--- config.mk ---
export PLATFORM = sky130hd
export DESIGN_NAME = ldl_shift_ring
export DESIGN_NICKNAME = d
export VERILOG_FILES = /design/src/rtl/ldl_pkg.sv /design/src/rtl/ldl_rotate_comb.sv /design/src/rtl/ldl_shift_ring.sv
export SDC_FILE = /design/constraint.sdc
export NUM_CORES = 1
export LEC_CHECK = 0
export CORE_ASPECT_RATIO = 0.7
export CORE_MARGIN = 3
export CORE_UTILIZATION = 33
export DETAILED_ROUTE_END_ITERATION = 6
export SYNTH_ARGS = -nofsm -noshare
export SYNTH_HDL_FRONTEND = slang
export SYNTH_HIERARCHICAL = 1
export SYNTH_SLANG_ARGS = --single-unit
--- constraint.sdc ---
create_clock -name clk -period 1.8 [get_ports clk]
set_clock_uncertainty 0.2 [all_clocks]
set_input_delay 0.36 -clock clk [delete_from_list [all_inputs] [get_ports clk]]
set_output_delay 0.36 -clock clk [all_outputs]
set_load 0.02 [all_outputs]
--- src/rtl/ldl_pkg.sv ---
// ---------------------------------------------------------------------------
// ldl_pkg
// Shared types and helpers for the ldl rotate primitives.
//   dir_e         : rotate direction, ROT_LEFT (toward MSB) / ROT_RIGHT
//   stage_amount  : rotate distance contributed by one log stage
// ---------------------------------------------------------------------------
package ldl_pkg;

  typedef enum logic {
    ROT_LEFT  = 1'b0,
    ROT_RIGHT = 1'b1
  } dir_e;

  // Stage k of the log rotator moves by 2^k, folded into the word width so
  // non-power-of-two widths still sum to (step mod width) across stages.
  function automatic int stage_amount(input int k, input int width);
    return (1 << k) % width;
  endfunction

endpackage

--- src/rtl/ldl_rotate_comb.sv ---
// ---------------------------------------------------------------------------
// ldl_rotate_comb
// Purely combinational logarithmic circular rotator.
//   WIDTH : data width (>= 2)
//   dir   : ROT_LEFT or ROT_RIGHT
//   step  : rotate amount, taken modulo WIDTH
//   x     : input word
//   y     : rotated word
// ---------------------------------------------------------------------------
module ldl_rotate_comb
  import ldl_pkg::*;
#(
  parameter  int WIDTH = 8,
  localparam int SW    = $clog2(WIDTH)
) (
  input  dir_e             dir,
  input  logic [SW-1:0]    step,
  input  logic [WIDTH-1:0] x,
  output logic [WIDTH-1:0] y
);

  logic [WIDTH-1:0] cur;
  logic [WIDTH-1:0] nxt;
  int               amt;

  // Each enabled stage rotates the running word by its fixed distance.
  // Rotations compose additively modulo WIDTH, so the chain realises
  // (step mod WIDTH) in either direction.
  always_comb begin
    cur = x;
    nxt = x;
    amt = 0;
    for (int k = 0; k < SW; k++) begin
      amt = stage_amount(k, WIDTH);
      nxt = cur;
      if (step[k]) begin
        for (int i = 0; i < WIDTH; i++) begin
          if (dir == ROT_LEFT) begin
            nxt[(i + amt) % WIDTH] = cur[i];
          end else begin
            nxt[i] = cur[(i + amt) % WIDTH];
          end
        end
      end
      cur = nxt;
    end
    y = cur;
  end

endmodule

--- src/rtl/ldl_shift_ring.sv ---
// ---------------------------------------------------------------------------
// ldl_shift_ring
// Registered barrel rotator: one word per cycle, one cycle of latency.
//   clk       : clock, rising edge
//   rst_n     : synchronous active-low reset
//   in_valid  : qualifies dir/step/x
//   dir       : 0 rotate left (toward MSB), 1 rotate right
//   step      : rotate amount, applied modulo WIDTH
//   x         : input word
//   out_valid : in_valid delayed one cycle
//   y         : registered rotated word, held when no new input
// ---------------------------------------------------------------------------
module ldl_shift_ring
  import ldl_pkg::*;
#(
  parameter  int WIDTH = 8,
  localparam int SW    = $clog2(WIDTH)
) (
  input  logic             clk,
  input  logic             rst_n,
  input  logic             in_valid,
  input  logic             dir,
  input  logic [SW-1:0]    step,
  input  logic [WIDTH-1:0] x,
  output logic             out_valid,
  output logic [WIDTH-1:0] y
);

  // A one-bit word has no meaningful rotation and a zero-width step port.
  if (WIDTH < 2) begin : g_width_check
    $error("ldl_shift_ring: WIDTH must be at least 2");
  end

  logic [WIDTH-1:0] rotated;

  ldl_rotate_comb #(
    .WIDTH(WIDTH)
  ) u_rotate (
    .dir (dir_e'(dir)),
    .step(step),
    .x   (x),
    .y   (rotated)
  );

  // Reset wins over a word arriving on the same edge; otherwise y only
  // loads on accepted words and holds between them.
  always_ff @(posedge clk) begin
    if (!rst_n) begin
      y         <= '0;
      out_valid <= 1'b0;
    end else begin
      out_valid <= in_valid;
      if (in_valid) begin
        y <= rotated;
      end
    end
  end

endmodule

==> summary.md, run 1 <==
| Metric | Value |
|---|---|
| Yosys top cell area share | between 20% and 30% |
| Share of cells above drive strength 1 | 37.30% |
| Final setup fails | 0 |
| Top delay family on crit path | buffers and inverters |
| Row count | 16 |
| Post-synth EDFFs | 0 |
| PwrDens | ~500 mW/mm^2 |
| Die area | approximately 0.004 sq mm |
| Port bufs | 23 |
| Worst endpoint required time | 1240 ps |
| WL final | about 3.5 mm |
| CTS tree | done |
| Peak VDD IR | approximately 0.00041 V |
| First-pass iteration count of the detailed router | 5 |
| Core Box Area | roughly 0.003 sq mm |
| CP Launch Type | register |
| Placed Area | 0.001563 sq mm |
| Vias in the first global route | approximately 1,100 |
| Post-detail-place hpwl | about 2.4 mm |
| Initial antenna violation count | 0 |
| Leak | 0.7965 nW |
| CP peak stage delay | between 600 and 700 ps |
| Antenna fix cells | 0 |
| Final instance area | roughly 0.0019 sq mm |
| Number of buffers created by CTS | 3 |
| Fill count | 252 |
| Yosys reg bits | 9 |
| Worst setup margin | ~53 ps |
| CTS H-Tree Depth | 1 |
| Worst Path Buf+Inv | 1 |
| Sink Count | 9 |
| Gr usage total | between 10% and 20% |
| Slew headroom | about three quarters |
| Antenna-violating nets left | 0 |
| Vias | 1,234 |
| Hold Startpoint | y[1]$_SDFFE_PN0P_ |
| Top FF cell, synth | dfxtp_1 |
| First-pass GRT wire length | between 5 and 6 mm |
| Final hold violations | 0 |
| Status | finished, final reports clean |
| Synth area leader | mux2i_1 |
| Hold Crit Class | register to register |
| Ys async rst share | 0% |
| Worst hold slack | 312.2 ps |
| Grt total ovfl | 0 |
| Most frequent cell after synthesis | mux2i_1 |
| Max frequency | around 570 MHz |
| Initial Util | 36.66% |
| Final Wtd Congestion | approximately 0.76 |
| Netlist cell types | 19 |
| Top-level port count | 24 |
| Area grow syn2layout | 70.25% |
| Fin crit share | ~97% |
| Worst r2r src | y[4]$_SDFFE_PN0P_ |
| DRT iter0 DRCs | 56 |
| Chip Width | about 75 um |
| # DRC | 0 |
| Max clock buf depth | 2 |
| Setup_tns | 0 ps |
| CTS clock-pin slew for the worst setup and hold paths | ~40 ps |
| Synth cell count leaders | mux2i_1, nand2_1, a211oi_1, dfxtp_1 |
| Cell count after synthesis | about 140 |
| Most area-consuming cells after synthesis | mux2i_1, dfxtp_1, a211oi_1 |
| Final net count | between 200 and 250 |
| Seq/Total Area, Yosys | between 10% and 20% |
| Crit. End Element | primary output |
| Syn Nets | 151 |
| Largest net degree at the start of global routing | 17 |
| Dpl ws | -466.3 ps |
| Ys Warns | 6 |
| Clock root cell | clkbuf_8 |
| Skew-Pair Late Insertion Delay | roughly 230 ps |
| Critical path arrival | around 1200 ps |
| Max-cap check violation count | 0 |
| Worst slew pin tran | about 380 ps |
| Cell area after synthesis | between 0.001 and 0.0015 sq mm |
| CP Cell Sequence | clkdlybuf4s50_1 |
| Die height | 54.16 um |
| Minimum clock period | about 1700 ps |
| CP startpoint | y[4]$_SDFFE_PN0P_ |
| Crit path max-delay cell type | clkdlybuf4s50_1 |
| Worst-path fanout max | 2 |
| Final max-slew violation count | 0 |
| Via-to-Cell Ratio | around 5.6 |
| Synthesized area per cell | between 8 and 9 sq um |
| Routed length per instance | 15.81 um |
| Setup CP Type | register to primary output |
layout by cell type (no fill, tap or decap), drive strengths merged:
cell type      instances
a31oi                  8
bufbuf                 1
xnor2                  1
clkbuf                 7
clkdlybuf4s50         12
nand2                 24
and2                   1
dfxtp                  9
xor2                   1
a21oi                  8
dlygate4sd2            5
a211oi                16
buf                   33
a21o                   8
clkdlybuf4s15          1
mux2i                 32
nor2b                  8
dlymetal6s2s           2
nor2                   8
power breakdown:
group	switching, mW	internal [mW]	total, mW
Combinational	0.226	0.246	0.472
Sequential	0.00808	0.217	0.225
Clock	0.0751	0.154	0.229
cell type report:
cell class | count | area, sq um | share of cell area (%)
clock buffer | 4 | 45.04 | 2.419
timing repair buffer | 57 | 606.8 | 32.59
multi-input combinational | 115 | 984.7 | 52.89
sequential | 9 | 180.2 | 9.677
tap | 36 | 45.04 | 2.419
cells by family after synthesis:
| group | share of synthesized area (%) |
|---|---|
| flip-flops | 16.48 |
| multiplexers | 29.29 |
| AND/OR/NAND/NOR | 16.25 |
| XOR/XNOR | 4.005 |
| buffers and inverters | 8.352 |
| AO/OA/AOI/OAI | 25.63 |
routing by layer:
layer  up-vias  part of all wire (%)  track usage (%)
met4         0                  0.83            2.959
met3         4                   6.1            3.358
met1       586                    44            23.43
li1        600                     -                -
met5         -                     0                0
met2        44                    49            29.01
stage by stage:
stage	total power, mW	util [%]	std cells
finish	0.9260	62.42	221
global route	0.9794	62.42	221
CTS	0.8911	58.26	217
detailed placement	0.6172	52.39	211
global placement	0.6081	52.39	211
floorplan	0.4509	-	136
sequential cells by signal (all words and copies together), names as in the netlist:
name       count
out_valid      1
y              8
what timing repair did:
| action | 4_1_cts | 5_1_grt |
|---|---|---|
| setup endpoints to repair | 8 | 8 |
| hold buffers | 0 | 0 |
| pin swaps | 4 | 4 |
| gates cloned | 2 | 1 |
| buffers inserted | 0 | 3 |
| gates resized for setup | 27 | 25 |
final timing paths:
kind / to / slack [ps] / cells after the start
worst min-delay path: y[1]$_SDFFE_PN0P_ / 310 / 2
worst max register to register: y[4]$_SDFFE_PN0P_ / 950 / 2
worst max-delay path: y[4] / 50 / 1
worst min register to register: y[1]$_SDFFE_PN0P_ / 310 / 2
(Power assumes the default switching activity.)
==> inputs of run 2 (changes only) <==
--- a/config.mk
+++ b/config.mk
@@ -9,6 +9,9 @@
 export CORE_MARGIN = 3
 export CORE_UTILIZATION = 33
 export DETAILED_ROUTE_END_ITERATION = 6
+export GPL_ROUTABILITY_DRIVEN = 0
+export PLACE_DENSITY_LB_ADDON = 0.15
+export SLEW_MARGIN = 25
 export SYNTH_ARGS = -nofsm -noshare
 export SYNTH_HDL_FRONTEND = slang
 export SYNTH_HIERARCHICAL = 1
==> summary.md, run 2 (synthesis gave the netlist of run 1 again) <==
| Metric | Value |
|---|---|
| Worst slew pin tran | 353.3 ps (-23.49 ps) |
| Final net count | 199 (-1.0%) |
| Gr usage total | 19.09% (+1.8 points) |
| CTS H-Tree Depth | 1 (unchanged) |
| PwrDens | 518.0 mW/mm^2 (+4.1%) |
| Vias in the first global route | 1,123 (-1.1%) |
| Final hold violations | 0 (unchanged) |
| Grt total ovfl | 0 (unchanged) |
| Setup CP Type | register to primary output |
| CTS clock-pin slew for the worst setup and hold paths | 50 ps (about the same) |
| Worst setup margin | 50.90 ps (-2.524 ps) |
| Vias | 1,190 (-3.6%) |
| CP peak stage delay | 610 ps (about the same) |
| # DRC | 0 (unchanged) |
| Peak VDD IR | 0.0003636 V (-12%) |
| WL final | 3.616 mm (+3.5%) |
| Core Box Area | 0.002983 sq mm (unchanged) |
| Final max-slew violation count | 0 (unchanged) |
| Crit. End Element | primary output |
| Die height | 54.16 um (unchanged) |
| Most frequent cells in the layout | buf_4, mux2i_1, nand2_1 |
| Hold Crit Class | register to register |
| Critical path arrival | 1190 ps (about the same) |
| Initial antenna violation count | 0 (unchanged) |
| First-pass iteration count of the detailed router | 4 (-1) |
| Antenna fix cells | 0 (unchanged) |
| Largest register FFs | 8 (unchanged) |
| Clock root cell | clkbuf_8 |
| Top delay family on crit path | buffers and inverters |
| Worst-path fanout max | 2 (unchanged) |
| Row count | 16 (unchanged) |
| Max frequency | 571.7 MHz (-0.14%) |
| Max-cap check violation count | 0 (unchanged) |
| Skew-Pair Late Insertion Delay | 230 ps (about the same) |
| Die area | 0.004051 sq mm (unchanged) |
| Share of cells above drive strength 1 | 32.24% (-5.1 points) |
| Max clock buf depth | 2 (unchanged) |
| Dpl ws | -503.3 ps (-37.03 ps) |
| Post-Place Cells | 210 (-0.47%) |
| Leak | 0.7614 nW (-4.4%) |
| Largest net degree at the start of global routing | 17 (unchanged) |
| Post-detail-place hpwl | 2.471 mm (+3.2%) |
| Antenna-violating nets left | 0 (unchanged) |
| Top flop regs | y (8), out_valid (1) |
| CP Launch Type | register |
| Sink Count | 9 (unchanged) |
| Initial Util | 36.66% (unchanged) |
| Final setup fails | 0 (unchanged) |
| Post-route insts no fill | 219 (-0.90%) |
| Status | finished, final reports clean |
| Routed length per instance | 16.51 um (+4.5%) |
| Port bufs | 23 (unchanged) |
| Crit path max-delay cell type | clkdlybuf4s50_1 |
| DRT iter0 DRCs | 80 (+43%) |
| Worst Path Buf+Inv | 1 (unchanged) |
| CP Cell Sequence | clkdlybuf4s50_1 |
| Number of buffers created by CTS | 3 (unchanged) |
| Internal reg-to-reg setup slack | 970 ps (+20 ps) |
| Fin crit share | 97.17% (+0.14 points) |
| Commonest non-fill, non-tap cell in the layout | buf_4 |
| Final core occ | 58.56% (-3.9 points) |
| Top-level port count | 24 (unchanged) |
| Largest Register | y |
| Hold_buf cts | 0 (unchanged) |
| Worst endpoint required time | 1240 ps (about the same) |
| Minimum clock period | 1749 ps (+2.524 ps) |
| Slew headroom | 76.45% (+1.6 points) |
| Area grow syn2layout | 59.73% |
| Via-to-Cell Ratio | 5.434 (-2.7%) |
| First-pass GRT wire length | 5.733 mm (+7.6%) |
| Chip Width | 74.81 um (unchanged) |
| CTS tree | done |
==> run 2: per-stage QoR <==
stage	cell area [sq um]	hold WS [ps]	total power, mW	setup TNS, ps
floorplan	1094	288.2	0.4509	0
global placement	1530	298.0	0.6017	-3418
detailed placement	1530	305.5	0.6110	-3810
CTS	1720	321.3	0.8967	0
global route	1747	344.7	0.9571	-14.13
finish	1747	313.4	0.9048	0
==> run 2: area by class of cell <==
cell class | instances | area (sq um)
clock inverter | 1 | 5.005
fill | 276 | 1236
clock buffer | 3 | 41.29
multi-input combinational | 115 | 918.4
tap | 36 | 45.04
sequential | 9 | 180.2
timing repair buffer | 55 | 556.8
==> run 2: routing by layer <==
metal	track usage [%]	part of all wire [%]
met1	26.69	46
met2	30.90	48
met3	3.731	5.1
met4	3.254	1.6
met5	0	0
==> run 2: report_power, final <==
| part | leakage [nW] | total, mW | switching, mW | internal, mW |
|---|---|---|---|---|
| clock | 0.0255 | 0.239 | 0.0877 | 0.152 |
| combinational | 0.661 | 0.442 | 0.217 | 0.225 |
| sequential | 0.0745 | 0.224 | 0.00750 | 0.216 |
| total | 0.761 | 0.905 | 0.312 | 0.593 |
==> run 2: timing repair <==
action                                  in CTS  in global routing
endpoints found under the setup margin       8                  8
cloned                                       2                  0
pin swaps                                    6                  7
buffers inserted                             2                  1
gates resized for setup                     26                 11
==> run 2: final timing paths <==
path / from / depth (start not counted) / to
max: y[6]$_SDFFE_PN0P_ / 1 / y[6]
min: y[4]$_SDFFE_PN0P_ / 2 / y[4]$_SDFFE_PN0P_
max reg2reg: y[6]$_SDFFE_PN0P_ / 2 / y[6]$_SDFFE_PN0P_
min reg2reg: y[4]$_SDFFE_PN0P_ / 2 / y[4]$_SDFFE_PN0P_
